==> src/rtl/i2c_config_sequencer.sv <==
// Walks a byte-coded config table in ROM and feeds a burst I2C register writer.
// Define CFG_DELAY_CMD_EN to treat header 0xFF as a delay command.
module i2c_config_sequencer #(
  parameter logic [6:0]  DEV_ADDR     = 7'h29,
  parameter int          ROM_AW       = 8,
  parameter int          MAX_RETRIES  = 3,
  parameter logic [23:0] WAIT_TIMEOUT = 24'd2_000_000,
  parameter logic [15:0] DELAY_UNIT   = 16'd50_000
) (
  input  logic              clk,
  input  logic              reset,
  input  logic              init_start,
  output logic              init_busy,
  output logic              init_done,
  output logic              init_error,
  output logic [1:0]        error_code,
  output logic [7:0]        error_index,
  output logic [ROM_AW-1:0] rom_addr,
  input  logic [7:0]        rom_data,
  output logic [6:0]        dev_address,
  output logic [7:0]        reg_address,
  output logic [3:0]        byte_width,
  output logic              wr_start,
  input  logic              wr_done,
  input  logic              wr_failure,
  output logic [7:0]        fifo_data,
  output logic              fifo_wr_en,
  output logic              fifo_ext_reset,
  input  logic              fifo_full,
  input  logic              fifo_write_ack
);

  typedef enum logic [3:0] {
    IDLE, HDR, REG, DATA, PUSH, ACK,
    KICK, WAIT, FLUSH, DONE, ERROR
`ifdef CFG_DELAY_CMD_EN
    , DELAY
`endif
  } state_t;

  state_t state_q, state_d;
  logic [1:0] code_d;

  logic              phase_q;
  logic [ROM_AW-1:0] addr_q, base_q;
  logic [7:0]        idx_q, retry_q;
  logic [23:0]       wdog_q;
  logic [3:0]        left_q, width_q;
  logic [7:0]        reg_q, data_q;
  logic [1:0]        code_q;
  logic [7:0]        eidx_q;
  logic              frst_q;
  logic [6:0]        dev_q;
`ifdef CFG_DELAY_CMD_EN
  logic              dly_q;
  logic [7:0]        tick_q;
  logic [15:0]       unit_q;
`endif

  logic at_end, hdr_ok, wd_exp;
  logic rd_st, start_ok, adv, next_ent;

  assign at_end   = addr_q == {ROM_AW{1'b1}};
  assign wd_exp   = wdog_q == WAIT_TIMEOUT - 24'd1;
  assign rd_st    = state_q inside {HDR, REG, DATA, FLUSH};
  assign start_ok = init_start
                 && (state_q inside {IDLE, DONE, ERROR});
`ifdef CFG_DELAY_CMD_EN
  assign hdr_ok   = rom_data[7:4] == 4'h0
                 || rom_data == 8'hFF;
  assign next_ent = state_d == HDR
                 && (state_q == WAIT || state_q == DELAY);
`else
  assign hdr_ok   = rom_data[7:4] == 4'h0;
  assign next_ent = state_d == HDR && state_q == WAIT;
`endif
  assign adv = (state_q == HDR && state_d == REG)
            || (state_q == REG && state_d == DATA)
            || (state_q == ACK && state_d == DATA)
            || next_ent;

  always_ff @(posedge clk or negedge reset) begin
    if (!reset) state_q <= IDLE;
    else        state_q <= state_d;
  end

  always_comb begin
    state_d = state_q;
    code_d  = 2'd0;
    unique case (state_q)
      IDLE, DONE, ERROR: if (start_ok) state_d = HDR;
      HDR: if (phase_q) begin
        if (rom_data == 8'h00) state_d = DONE;
        else if (!hdr_ok) begin
          state_d = ERROR;
          code_d  = 2'd2;
        end else if (at_end) begin
          state_d = ERROR;
          code_d  = 2'd3;
        end else state_d = REG;
      end
      REG: if (phase_q) begin
`ifdef CFG_DELAY_CMD_EN
        if (dly_q) state_d = DELAY;
        else
`endif
        if (at_end) begin
          state_d = ERROR;
          code_d  = 2'd3;
        end else state_d = DATA;
      end
      DATA: if (phase_q) state_d = PUSH;
      PUSH: if (!fifo_full) state_d = ACK;
      ACK: begin
        if (!fifo_write_ack) state_d = FLUSH;
        else if (left_q == 4'd1) state_d = KICK;
        else if (at_end) begin
          state_d = ERROR;
          code_d  = 2'd3;
        end else state_d = DATA;
      end
      KICK: state_d = WAIT;
      // a simultaneous done+failure counts as a failure
      WAIT: begin
        if (wr_failure || wd_exp) state_d = FLUSH;
        else if (wr_done) begin
          if (at_end) begin
            state_d = ERROR;
            code_d  = 2'd3;
          end else state_d = HDR;
        end
      end
      FLUSH: if (phase_q) begin
        if (retry_q == 8'(MAX_RETRIES)) begin
          state_d = ERROR;
          code_d  = 2'd1;
        end else state_d = HDR;
      end
`ifdef CFG_DELAY_CMD_EN
      DELAY: if (tick_q == 8'd0) begin
        if (at_end) begin
          state_d = ERROR;
          code_d  = 2'd3;
        end else state_d = HDR;
      end
`endif
      default: state_d = IDLE;
    endcase
  end

  always_ff @(posedge clk or negedge reset) begin
    if (!reset) begin
      phase_q <= 1'b0;
      addr_q  <= '0;
      base_q  <= '0;
      idx_q   <= '0;
      retry_q <= '0;
      wdog_q  <= '0;
      left_q  <= '0;
      width_q <= '0;
      reg_q   <= '0;
      data_q  <= '0;
      code_q  <= '0;
      eidx_q  <= '0;
      frst_q  <= 1'b1;
      dev_q   <= '0;
`ifdef CFG_DELAY_CMD_EN
      dly_q   <= 1'b0;
      tick_q  <= '0;
      unit_q  <= '0;
`endif
    end else begin
      dev_q   <= DEV_ADDR;
      phase_q <= rd_st && state_d == state_q;
      if (state_q == IDLE) frst_q <= 1'b0;

      if (start_ok) begin
        addr_q  <= '0;
        base_q  <= '0;
        idx_q   <= '0;
        retry_q <= '0;
        code_q  <= '0;
      end else if (state_q == FLUSH) begin
        addr_q <= base_q;
      end else if (adv) begin
        addr_q <= addr_q + 1'b1;
      end

      if (next_ent) begin
        base_q  <= addr_q + 1'b1;
        idx_q   <= idx_q + 8'd1;
        retry_q <= '0;
      end
      if (state_q == FLUSH && state_d == HDR)
        retry_q <= retry_q + 8'd1;

      if (state_d == ERROR && state_q != ERROR) begin
        code_q <= code_d;
        eidx_q <= idx_q;
      end

      if (state_q == HDR && state_d == REG) begin
        left_q <= rom_data[3:0];
        if (rom_data[7:4] == 4'h0) width_q <= rom_data[3:0];
`ifdef CFG_DELAY_CMD_EN
        dly_q <= &rom_data;
`endif
      end

      if (state_q == REG && phase_q) begin
`ifdef CFG_DELAY_CMD_EN
        tick_q <= rom_data;
        unit_q <= '0;
        if (!dly_q) reg_q <= rom_data;
`else
        reg_q <= rom_data;
`endif
      end

      if (state_q == DATA && phase_q) data_q <= rom_data;
      if (state_q == ACK && fifo_write_ack) left_q <= left_q - 4'd1;

      if (state_q == KICK)      wdog_q <= '0;
      else if (state_q == WAIT) wdog_q <= wdog_q + 24'd1;

`ifdef CFG_DELAY_CMD_EN
      if (state_q == DELAY && tick_q != 8'd0) begin
        if (unit_q == DELAY_UNIT - 16'd1) begin
          unit_q <= '0;
          tick_q <= tick_q - 8'd1;
        end else unit_q <= unit_q + 16'd1;
      end
`endif
    end
  end

  always_comb begin
    init_busy      = 1'b1;
    init_done      = 1'b0;
    init_error     = 1'b0;
    wr_start       = 1'b0;
    fifo_wr_en     = 1'b0;
    fifo_ext_reset = frst_q;
    unique case (state_q)
      IDLE: init_busy = 1'b0;
      DONE: begin
        init_busy = 1'b0;
        init_done = 1'b1;
      end
      ERROR: begin
        init_busy  = 1'b0;
        init_error = 1'b1;
      end
      PUSH:  fifo_wr_en     = !fifo_full;
      KICK:  wr_start       = 1'b1;
      FLUSH: fifo_ext_reset = 1'b1;
      default: ;
    endcase
  end

  assign error_code  = code_q;
  assign error_index = eidx_q;
  assign rom_addr    = addr_q;
  assign dev_address = dev_q;
  assign reg_address = reg_q;
  assign byte_width  = width_q;
  assign fifo_data   = data_q;

endmodule

==> config.mk <==
export PLATFORM = sky130hd
export DESIGN_NAME = i2c_config_sequencer
export DESIGN_NICKNAME = d
export VERILOG_FILES = /design/src/rtl/i2c_config_sequencer.sv
export SDC_FILE = /design/constraint.sdc
export NUM_CORES = 1
export LEC_CHECK = 0
export ABC_AREA = 1
export BUFFER_PORTS_ARGS = -buffer_cell sky130_fd_sc_hd__buf_2
export CAP_MARGIN = 40
export CORE_ASPECT_RATIO = 1.75
export CORE_MARGIN = 2
export CORE_UTILIZATION = 53
export DETAILED_ROUTE_END_ITERATION = 10
export GPL_TIMING_DRIVEN = 0
export MAX_ROUTING_LAYER = met4
export PLACE_DENSITY = 0.77
export RECOVER_POWER = 100
export SYNTH_ARGS = -nofsm -noshare
export SYNTH_HDL_FRONTEND = slang
export SYNTH_SLANG_ARGS = --single-unit
==> constraint.sdc <==
create_clock -name clk -period 2.1 [get_ports clk]
set_input_delay 0.42 -clock clk [delete_from_list [all_inputs] [get_ports clk]]
set_output_delay 0.42 -clock clk [all_outputs]
set_load 0.01 [all_outputs]
==> reports/qor.yml, run 1 <==
nets: 807
syn_inst: 664
hold_viol: 0
globalRouteMet1Util_pct: 32.5
syn_area_per_cell_um2: 7.86
synth_seq_cells: 97
cts_max_level: 3
fin_ws_ps: -327
worst_pin_slew_ps: 1040
detail_route.wl_per_cell_um: 17.6
p_total_uw: 7560
cts_hold_buf: 0
start_kind: "register"
crit_arrival_ps: 2660
diodes: 0
gr-usage-met3_pct: 4.67
fin_crit_sh_pct: 116
grt.busiest_layer: "met2"
first_global_vias: 5248
clk_latency_ps: 350
clock_path_buffers: 2
portBuffers: 61
io_pins: 66
hold_slack_ps: 236
final_cells: 913
drive_above_1_share_pct: 25.2
crit_path_frequent_cell: "nand2_1"
criticalPathCategory: "reg2reg"
die_y_um: 135
rsz0062_at_grt: "yes"
drcViolationCount: 0
place_congestion: 0.939
reg2reg_from: "state_q[3]$_DFF_PN0_"
end_kind: "register"
r2r_cells: 16
synthArstFlopShare_pct: 100
leakagePower_uw: 0.00324
fmax_ghz: 0.412
clk_pin_slew_ps: 70
start_util_pct: 54.8
layout_min_cycle_time_ps: 2430
status: "finished, violations left"
cts_buffers: 9
vias: 5338
synth_warnings: 0
fin_worst_skew_ps: 8.91
maxSlewViolCount: 0
area_growth_pct: 29.6
hold_class: "in2async"
crit_chain: "buf_6, nor2_4, buf_4, nand2_4, nand2_1, nor2_2, nand2_1, nor2_2, nand4_2, nand2_1, inv_2, nand3_4, nand2_8, buf_4, o21bai_1, nand2_1"
die_w_um: 79.0
cts-root-buf: "clkbuf_16"
antenna_left: 0
violations: "setup timing"
rr_endpoint: "rom_addr[4]$_DFFE_PN0P_"
cp_top_family: "simple AND/OR/NAND/NOR gates"
timing.slew.headroom_pct: 30.3
crit_path_max_fanout: 6
place_inst: 851
synth-edff-count: 0
use_met2_pct: 50.1
netlist_area_mm2: 0.00522
std_cell_rows: 47
max-vdd-ir-drop_uv: 837
ys_dominant_reg_cell: "dfrtp_1"
grt_remaining_overflow: 0
setup_viol: 51
rrSetupSlack_ps: -330
cp.required_ps: 2330
track_usage_pct: 29.5
cts_sinks: 97
first_pass_iters: 6
dpl.hpwl_mm: 9.66
drtIter0Drc: 463
slowest_delay_ps: 470
grt_pass1_wl_mm: 24.3
slowest_stage: "dfrtp_2"
tritoncts: "done"
synth_seq_area_share_pct: 46.5
yosysUniqueCellTypes: 45
power_density_mw_per_mm2: 1120
wirelength_mm: 16.0
path_buf_inv: 4
cap_viol_max_count: 0
antenna_found_initial: 0
die_area_mm2: 0.0107
viasPerCell: 5.85
grt_max_degree: 57
place_worst_setup_slack_ps: -401
core-area_mm2: 0.00953
==> worst max path at each step <==
stage	startpoint	to	slack [ps]	depth (start not counted)
2_1_floorplan	rom_addr[1]$_DFFE_PN0P_	rom_addr[6]$_DFFE_PN0P_	20	15
3_3_place_gp	reset	rom_addr[0]$_DFFE_PN0P_	-500	1
3_5_place_dp	wdog_q[0]$_DFFE_PN0P_	wdog_q[20]$_DFFE_PN0P_	-400	12
4_1_cts	rom_addr[1]$_DFFE_PN0P_	rom_addr[6]$_DFFE_PN0P_	-140	15
5_1_grt	rom_addr[1]$_DFFE_PN0P_	rom_addr[4]$_DFFE_PN0P_	-420	15
6_report	state_q[3]$_DFF_PN0_	rom_addr[4]$_DFFE_PN0P_	-330	16
==> power by group <==
part           total, uW  internal [uW]  switching, uW
registers           2570           2260            316
logic               3070           1190           1880
clock network       1920           1200            726
total               7560           4650           2920
==> timing repair <==
| action | CTS | global route |
|---|---|---|
| buffers inserted | 27 | 20 |
| pin swaps | 21 | 21 |
| setup endpoints to repair | 66 | 71 |
| gates resized for setup | 74 | 53 |
| cloned | 1 | 0 |
==> cell usage in the layout, fill, tap and decap left out, types with 8 or more instances in the layout <==
| cell | instances |
|---|---|
| clkbuf_16 | 9 |
| o21ai_0 | 40 |
| nand2_1 | 157 |
| dfrtp_1 | 91 |
| nand2_2 | 15 |
| nand3_2 | 8 |
| nor2_2 | 13 |
| nor2_4 | 15 |
| inv_2 | 10 |
| clkbuf_1 | 45 |
| o21bai_1 | 8 |
| nor2_1 | 39 |
| buf_4 | 44 |
| buf_2 | 23 |
| o22ai_1 | 9 |
| inv_1 | 68 |
| a21oi_1 | 13 |
| nand4_1 | 19 |
| o21ai_1 | 14 |
| buf_6 | 11 |
| nor3_1 | 11 |
| nand3_1 | 25 |
| xor2_1 | 13 |
| o211ai_1 | 9 |
==> routing by layer <==
metal,up-vias,wire [um]
li1,2421,-
met2,266,8540
met1,2554,5710
met5,-,0
met3,97,856
met4,0,918
==> per-stage QoR <==
step / TNS, ps / cell area [um2] / util [%]
2_1_floorplan: 0 / 5230 / -
3_3_place_gp: -44840 / 5690 / 59.7
3_5_place_dp: -15820 / 5720 / 60.1
4_1_cts: -1240 / 6550 / 68.8
5_1_grt: -14750 / 6760 / 71.0
6_report: -10680 / 6760 / 71.0
==> cells by family (layout without fill, tap and decap cells) <==
kind of cell             Yosys count  after routing  synth area share [%]
AND/OR/NAND/NOR                  323            323                  27.6
flip-flops                        97             97                  46.5
buffers and inverters            101            225                  7.98
other                              2              5                 0.144
AO/OA/AOI/OAI                    118            118                  13.4
XOR/XNOR                          17             17                  2.85
adder cells (fa/ha/maj)            6              6                  1.44
==> sequential cells by signal, summed over array words and instances, names as in the netlist <==
name and cells:
wdog_q 24, reg_address 8, error_code 2, byte_width 4, retry_q 8, base_q 8
phase_q 1, state_q 4, left_q 4, rom_addr 8, frst_q 1, idx_q 8
fifo_data 8, dev_address 1, error_index 8
==> cell usage after synthesis, drive strengths merged, types with 9 or more instances <==
cell type	n	area (um2)
nor3	14	75.1
o211ai	9	67.6
nand2	177	689
nor2	67	292
xor2	13	114
o22ai	14	87.6
o21ai	55	275
nand4	20	131
inv	81	307
nand3	38	203
a21oi	14	70.1
clkbuf	9	33.8
dfrtp	96	2400
buf	11	76.3
==> worst reg2reg max path, cell delays in order, from the launching register on <==
cell and delay (ps):
dfrtp_2 470, buf_6 150, nor2_4 70, buf_4 150, nand2_4 50, nand2_1 70
nor2_2 160, nand2_1 90, nor2_2 120, nand4_2 160, nand2_1 130, inv_2 50
nand3_4 100, nand2_8 100, buf_4 170, o21bai_1 180, nand2_1 100
==> cell type report <==
type / count / area [um2]
Buffer: 18 / 139
Clock buffer: 11 / 243
Clock inverter: 5 / 103
Fill cell: 724 / 2770
Inverter: 81 / 314
Multi-Input combinational cell: 469 / 2720
Sequential cell: 97 / 2430
Tap cell: 122 / 153
Timing Repair Buffer: 110 / 653
No activity file was read; power rests on OpenSTA's default activity.
==> run 2, diff against run 1 <==
Settings changed: BUFFER_PORTS_ARGS -buffer_cell sky130_fd_sc_hd__buf_2 to unset, CORE_UTILIZATION 53 to 58, DONT_BUFFER_PORTS set to 1, PLACE_DENSITY 0.77 to 0.76.
==> run 2 against run 1 <==
Effect of this change: the flow finishes with violations (hold timing, setup timing); global-route usage increased by 0.51 points; design area decreased by 2.1%; sequential share of layout area increased by 0.83 points; routed wire length decreased by 7.3%; cell count decreased by 7.8%; fmax increased by 3.3%; largest cell class unchanged.
==> reports/qor.yml, run 2 (same netlist as run 1, synthesis figures left out) <==
grt_remaining_overflow: 0
p_int_uw: 4220
cts-root-buf: "clkbuf_16"
rsz0062_at_grt: "yes"
worst_pin_slew_ps: 545
grt_pass1_wl_mm: 21.7
cts_sinks: 97
drive_above_1_share_pct: 28.0
first_pass_iters: 7
place_worst_setup_slack_ps: -447
power.switching_uw: 2790
grt_max_degree: 98
fin_crit_sh_pct: 112
cts_buffers: 9
io_pins: 66
leakagePower_uw: 0.00313
maxSlewViolCount: 0
tritoncts: "done"
viasPerCell: 5.86
pwr-share-clk_pct: 21.5
largest_reg_flops: 24
vias: 4937
area_growth_pct: 26.9
power_density_mw_per_mm2: 1060
status: "finished, violations left"
fin_ws_ps: -249
clk_pin_slew_ps: 60
start_util_pct: 59.8
timing.slew.headroom_pct: 63.7
hold_class: "in2async"
wirelength_mm: 14.9
end_kind: "register"
drcViolationCount: 0
sw_frac_of_total_pct: 39.8
drtIter0Drc: 440
diodes: 0
reg2reg_from: "rom_addr[0]$_DFFE_PN0P_"
portBuffers: 0
detail_route.wl_per_cell_um: 17.6
dpl.hpwl_mm: 9.26
start_kind: "register"
first_global_vias: 4650
violations: "hold timing, setup timing"
layout_min_cycle_time_ps: 2350
track_usage_pct: 30.0
cts_max_level: 3
setup_viol: 47
clock_path_buffers: 2
antenna_found_initial: 0
crit_arrival_ps: 2590
die_area_mm2: 0.00980
layout_common_cells: "nand2_1, dfrtp_1, inv_1, nor2_1, o21ai_0"
crit_path_start: "rom_addr[0]$_DFFE_PN0P_"
clk_latency_ps: 350
fin_worst_skew_ps: 8.37
criticalPathCategory: "reg2reg"
die_w_um: 75.7
regMostFlops: "wdog_q"
place_congestion: 0.926
stdcell_area_mm2: 0.00662
antenna_left: 0
die_y_um: 129
layout_commonest_cell: "nand2_1"
max-vdd-ir-drop_uv: 617
placed_area_mm2: 0.00538
hold_slack_ps: -238
fmax_ghz: 0.426
core-area_mm2: 0.00873
crit_path_max_fanout: 7
cp.required_ps: 2340
cap_viol_max_count: 0
p_comb_share_pct: 38.5
nets: 741
rrSetupSlack_ps: -250
std_cell_rows: 45
sequentialPowerShare_pct: 40.0
hold_viol: 97
-- run 2: cell type report --
class / count / area (um2)
Inverter: 81 / 327
Tap cell: 117 / 146
Buffer: 19 / 153
Clock inverter: 2 / 15.0
Fill cell: 601 / 2100
Multi-Input combinational cell: 469 / 2900
Sequential cell: 97 / 2440
Clock buffer: 14 / 254
Timing Repair Buffer: 43 / 390
-- run 2: worst paths after layout --
check / end / cells past startpoint
max in group asynchronous: frst_q$_DFFE_PN1N_ / 0
max: rom_addr[6]$_DFFE_PN0P_ / 15
min in group clk: left_q[2]$_DFFE_PN0P_ / 2
min reg2reg: frst_q$_DFFE_PN1N_ / 2
max reg2reg: rom_addr[6]$_DFFE_PN0P_ / 15
min: left_q[2]$_DFFE_PN0P_ / 0
-- run 2: power groups by stage --
stage / Clock (uW) / Sequential [uW] / Combinational (uW)
6_report: 1510 / 2810 / 2700
5_1_grt: 1600 / 2840 / 2900
4_1_cts: 1510 / 2770 / 2170
3_5_place_dp: 0 / 2790 / 1740
3_3_place_gp: 0 / 2780 / 1690
2_1_floorplan: 0 / 2670 / 1400
-- run 2: repair_timing --
item,in CTS,in global routing
pin swaps,19,54
setup endpoints to repair,67,59
setup buffers,19,22
endpoints found under the hold margin,97,97
gates cloned,2,2
resized for setup,78,103
-- run 2: metal layers --
layer | up-vias | share of wire [%] | GRT usage [%]
li1 | 2296 | - | -
met2 | 170 | 55 | 51.4
met4 | 0 | 4.1 | 14.8
met5 | - | 0 | -
met1 | 2412 | 36 | 31.8
met3 | 59 | 4.9 | 6.14
-- run 2: critical path, cell delays in order, from the launching register on --
cell,delay [ps]
dfrtp_2,480
ha_4,180
nand2_4,60
nor2_4,230
nand3_2,140
o21ai_1,90
nand4_1,150
nand2_2,150
inv_2,50
nand2_2,70
inv_2,50
nand3_4,120
nand2_8,100
buf_8,160
o21bai_1,150
nand2_1,60
-- run 2: stage by stage --
stage / TNS, ps / util [%] / std cells / power, uW / hold WS (ps)
after CTS: -4030 / 70.0 / 821 / 6450 / -232
after global routing: -11980 / 75.9 / 842 / 7340 / -245
final: -7850 / 75.9 / 842 / 7020 / -238
after floorplan: 0 / - / 667 / 4070 / 124
after global placement: -17660 / 61.6 / 784 / 4470 / 127
after detailed placement: -19110 / 61.6 / 784 / 4540 / 127
==> run 3, diff against run 2 <==
Settings changed: REMOVE_ABC_BUFFERS set to 1.
==> run 3 against run 2 <==
Effect of this change: worst hold slack worse by 8.6 ps; clock power rose by 5%; total power grew 0.57%; sequential power about the same; the run still ends with hold timing, setup timing left; sequential cell count stayed put; fmax rose by 0.62%; die area did not move; critical endpoint is now base_q[6]$_DFFE_PN0P_; non-clock buffer count is 4 higher.
==> reports/qor.yml, run 3 (same netlist as run 1, synthesis figures left out) <==
start_util_pct: 59.8
antenna_found_initial: 0
setup_viol: 51
std_cell_rows: 45
layout_common_cells: "nand2_1, dfrtp_1, inv_1, buf_4, o21ai_0"
start_kind: "register"
fmax_ghz: 0.428
cts-root-buf: "clkbuf_16"
drive_above_1_share_pct: 26.6
cts_max_level: 3
tritoncts: "done"
place_congestion: 0.918
cp.required_ps: 2360
regMostFlops: "wdog_q"
largest_reg_flops: 24
crit_path_max_fanout: 12
nets: 748
dpl.hpwl_mm: 8.86
end_kind: "register"
die_area_mm2: 0.00980
drcViolationCount: 0
fin_crit_sh_pct: 111
grt_pass1_wl_mm: 22.3
drtIter0Drc: 472
fin_worst_skew_ps: 10.5
final_cells: 849
hold_class: "in2async"
power_density_mw_per_mm2: 1070
vias: 5030
io_pins: 66
fin_ws_ps: -235
die_w_um: 75.7
tns_ps: -8590
layout_commonest_cell: "nand2_1"
place_inst: 765
layout_min_cycle_time_ps: 2340
grt_remaining_overflow: 0
first_global_vias: 4917
timing.slew.headroom_pct: 61.6
worst_pin_slew_ps: 575
detail_route.wl_per_cell_um: 17.5
leakagePower_uw: 0.00315
max-vdd-ir-drop_uv: 815
first_pass_iters: 5
die_y_um: 129
cap_viol_max_count: 0
area_growth_pct: 26.4
hold_viol: 97
fill_cells: 587
track_usage_pct: 30.9
stdcell_area_mm2: 0.00660
crit_arrival_ps: 2600
hold_slack_ps: -246
clk_latency_ps: 350
wirelength_mm: 14.9
violations: "hold timing, setup timing"
cts_buffers: 9
diodes: 0
placed_area_mm2: 0.00527
cts_sinks: 97
grt_max_degree: 98
clk_pin_slew_ps: 70
maxSlewViolCount: 0
rsz0062_at_grt: "yes"
viasPerCell: 5.92
portBuffers: 0
antenna_left: 0
clock_path_buffers: 2
place_worst_setup_slack_ps: -981
status: "finished, violations left"
core-area_mm2: 0.00873
criticalPathCategory: "reg2reg"
run 3: layout make-up:
type	instances	area (um2)	share of cell area, %
multi-input combinational	472	2810	42.7
tap	117	146	2.22
timing repair buffer	66	588	8.91
clock buffer	12	256	3.89
sequential	97	2440	37.0
clock inverter	4	27.5	0.417
inverter	81	327	4.95
run 3: final timing paths:
check / start / endpoint / slack, ps / cells past startpoint
setup reg to reg: rom_addr[0]$_DFFE_PN0P_ / base_q[6]$_DFFE_PN0P_ / -240 / 12
setup / recovery: rom_addr[0]$_DFFE_PN0P_ / base_q[6]$_DFFE_PN0P_ / -240 / 12
max in group asynchronous: reset / frst_q$_DFFE_PN1N_ / 2120 / 0
hold / removal: reset / wdog_q[15]$_DFFE_PN0P_ / -250 / 0
min in group clk: rom_data[3] / byte_width[3]$_DFFE_PN0P_ / 210 / 2
hold reg to reg: frst_q$_DFFE_PN1N_ / frst_q$_DFFE_PN1N_ / 470 / 2
run 3: worst max-delay path: stages, from the launching register on:
cell     delay, ps
dfrtp_2        470
ha_4           190
nand2_4         80
nor2_4          60
nand2_2        130
nand2_1        100
nand2_1        140
nand2_1         80
nand2_1        100
nand3_4        140
nor2_4         180
nand3_2        280
o22ai_1        280
run 3: layer usage:
metal / vias to the layer above / global-route usage (%) / share of wire, %
li1: 2317 / - / -
met2: 219 / 51.5 / 53
met1: 2434 / 33.7 / 37
met4: 0 / 16.6 / 4.6
met5: - / - / 0
met3: 60 / 6.22 / 5.8
run 3: stage by stage:
| step | utilization, % | hold slack [ps] | total power (uW) |
|---|---|---|---|
| final | 75.6 | -246 | 7060 |
| after global routing | 75.6 | -255 | 7420 |
| after CTS | 70.9 | -251 | 6630 |
| after detailed placement | 60.4 | 127 | 4490 |
| after global placement | 60.3 | 127 | 4410 |
| after floorplan | - | 124 | 4030 |
run 3: timing repair:
item	4_1_cts	5_1_grt
gates resized for setup	73	54
setup buffers	40	24
cloned	3	1
hold endpoints to repair	97	97
pin swaps	30	28
setup endpoints to repair	59	61
run 3: report_power, final:
| group | internal (uW) | leakage [uW] | switching [uW] | total (uW) |
|---|---|---|---|---|
| Combinational | 1110 | 0.00177 | 1550 | 2660 |
| Sequential | 2260 | 0.00125 | 555 | 2820 |
| Clock | 866 | 0.000131 | 714 | 1580 |
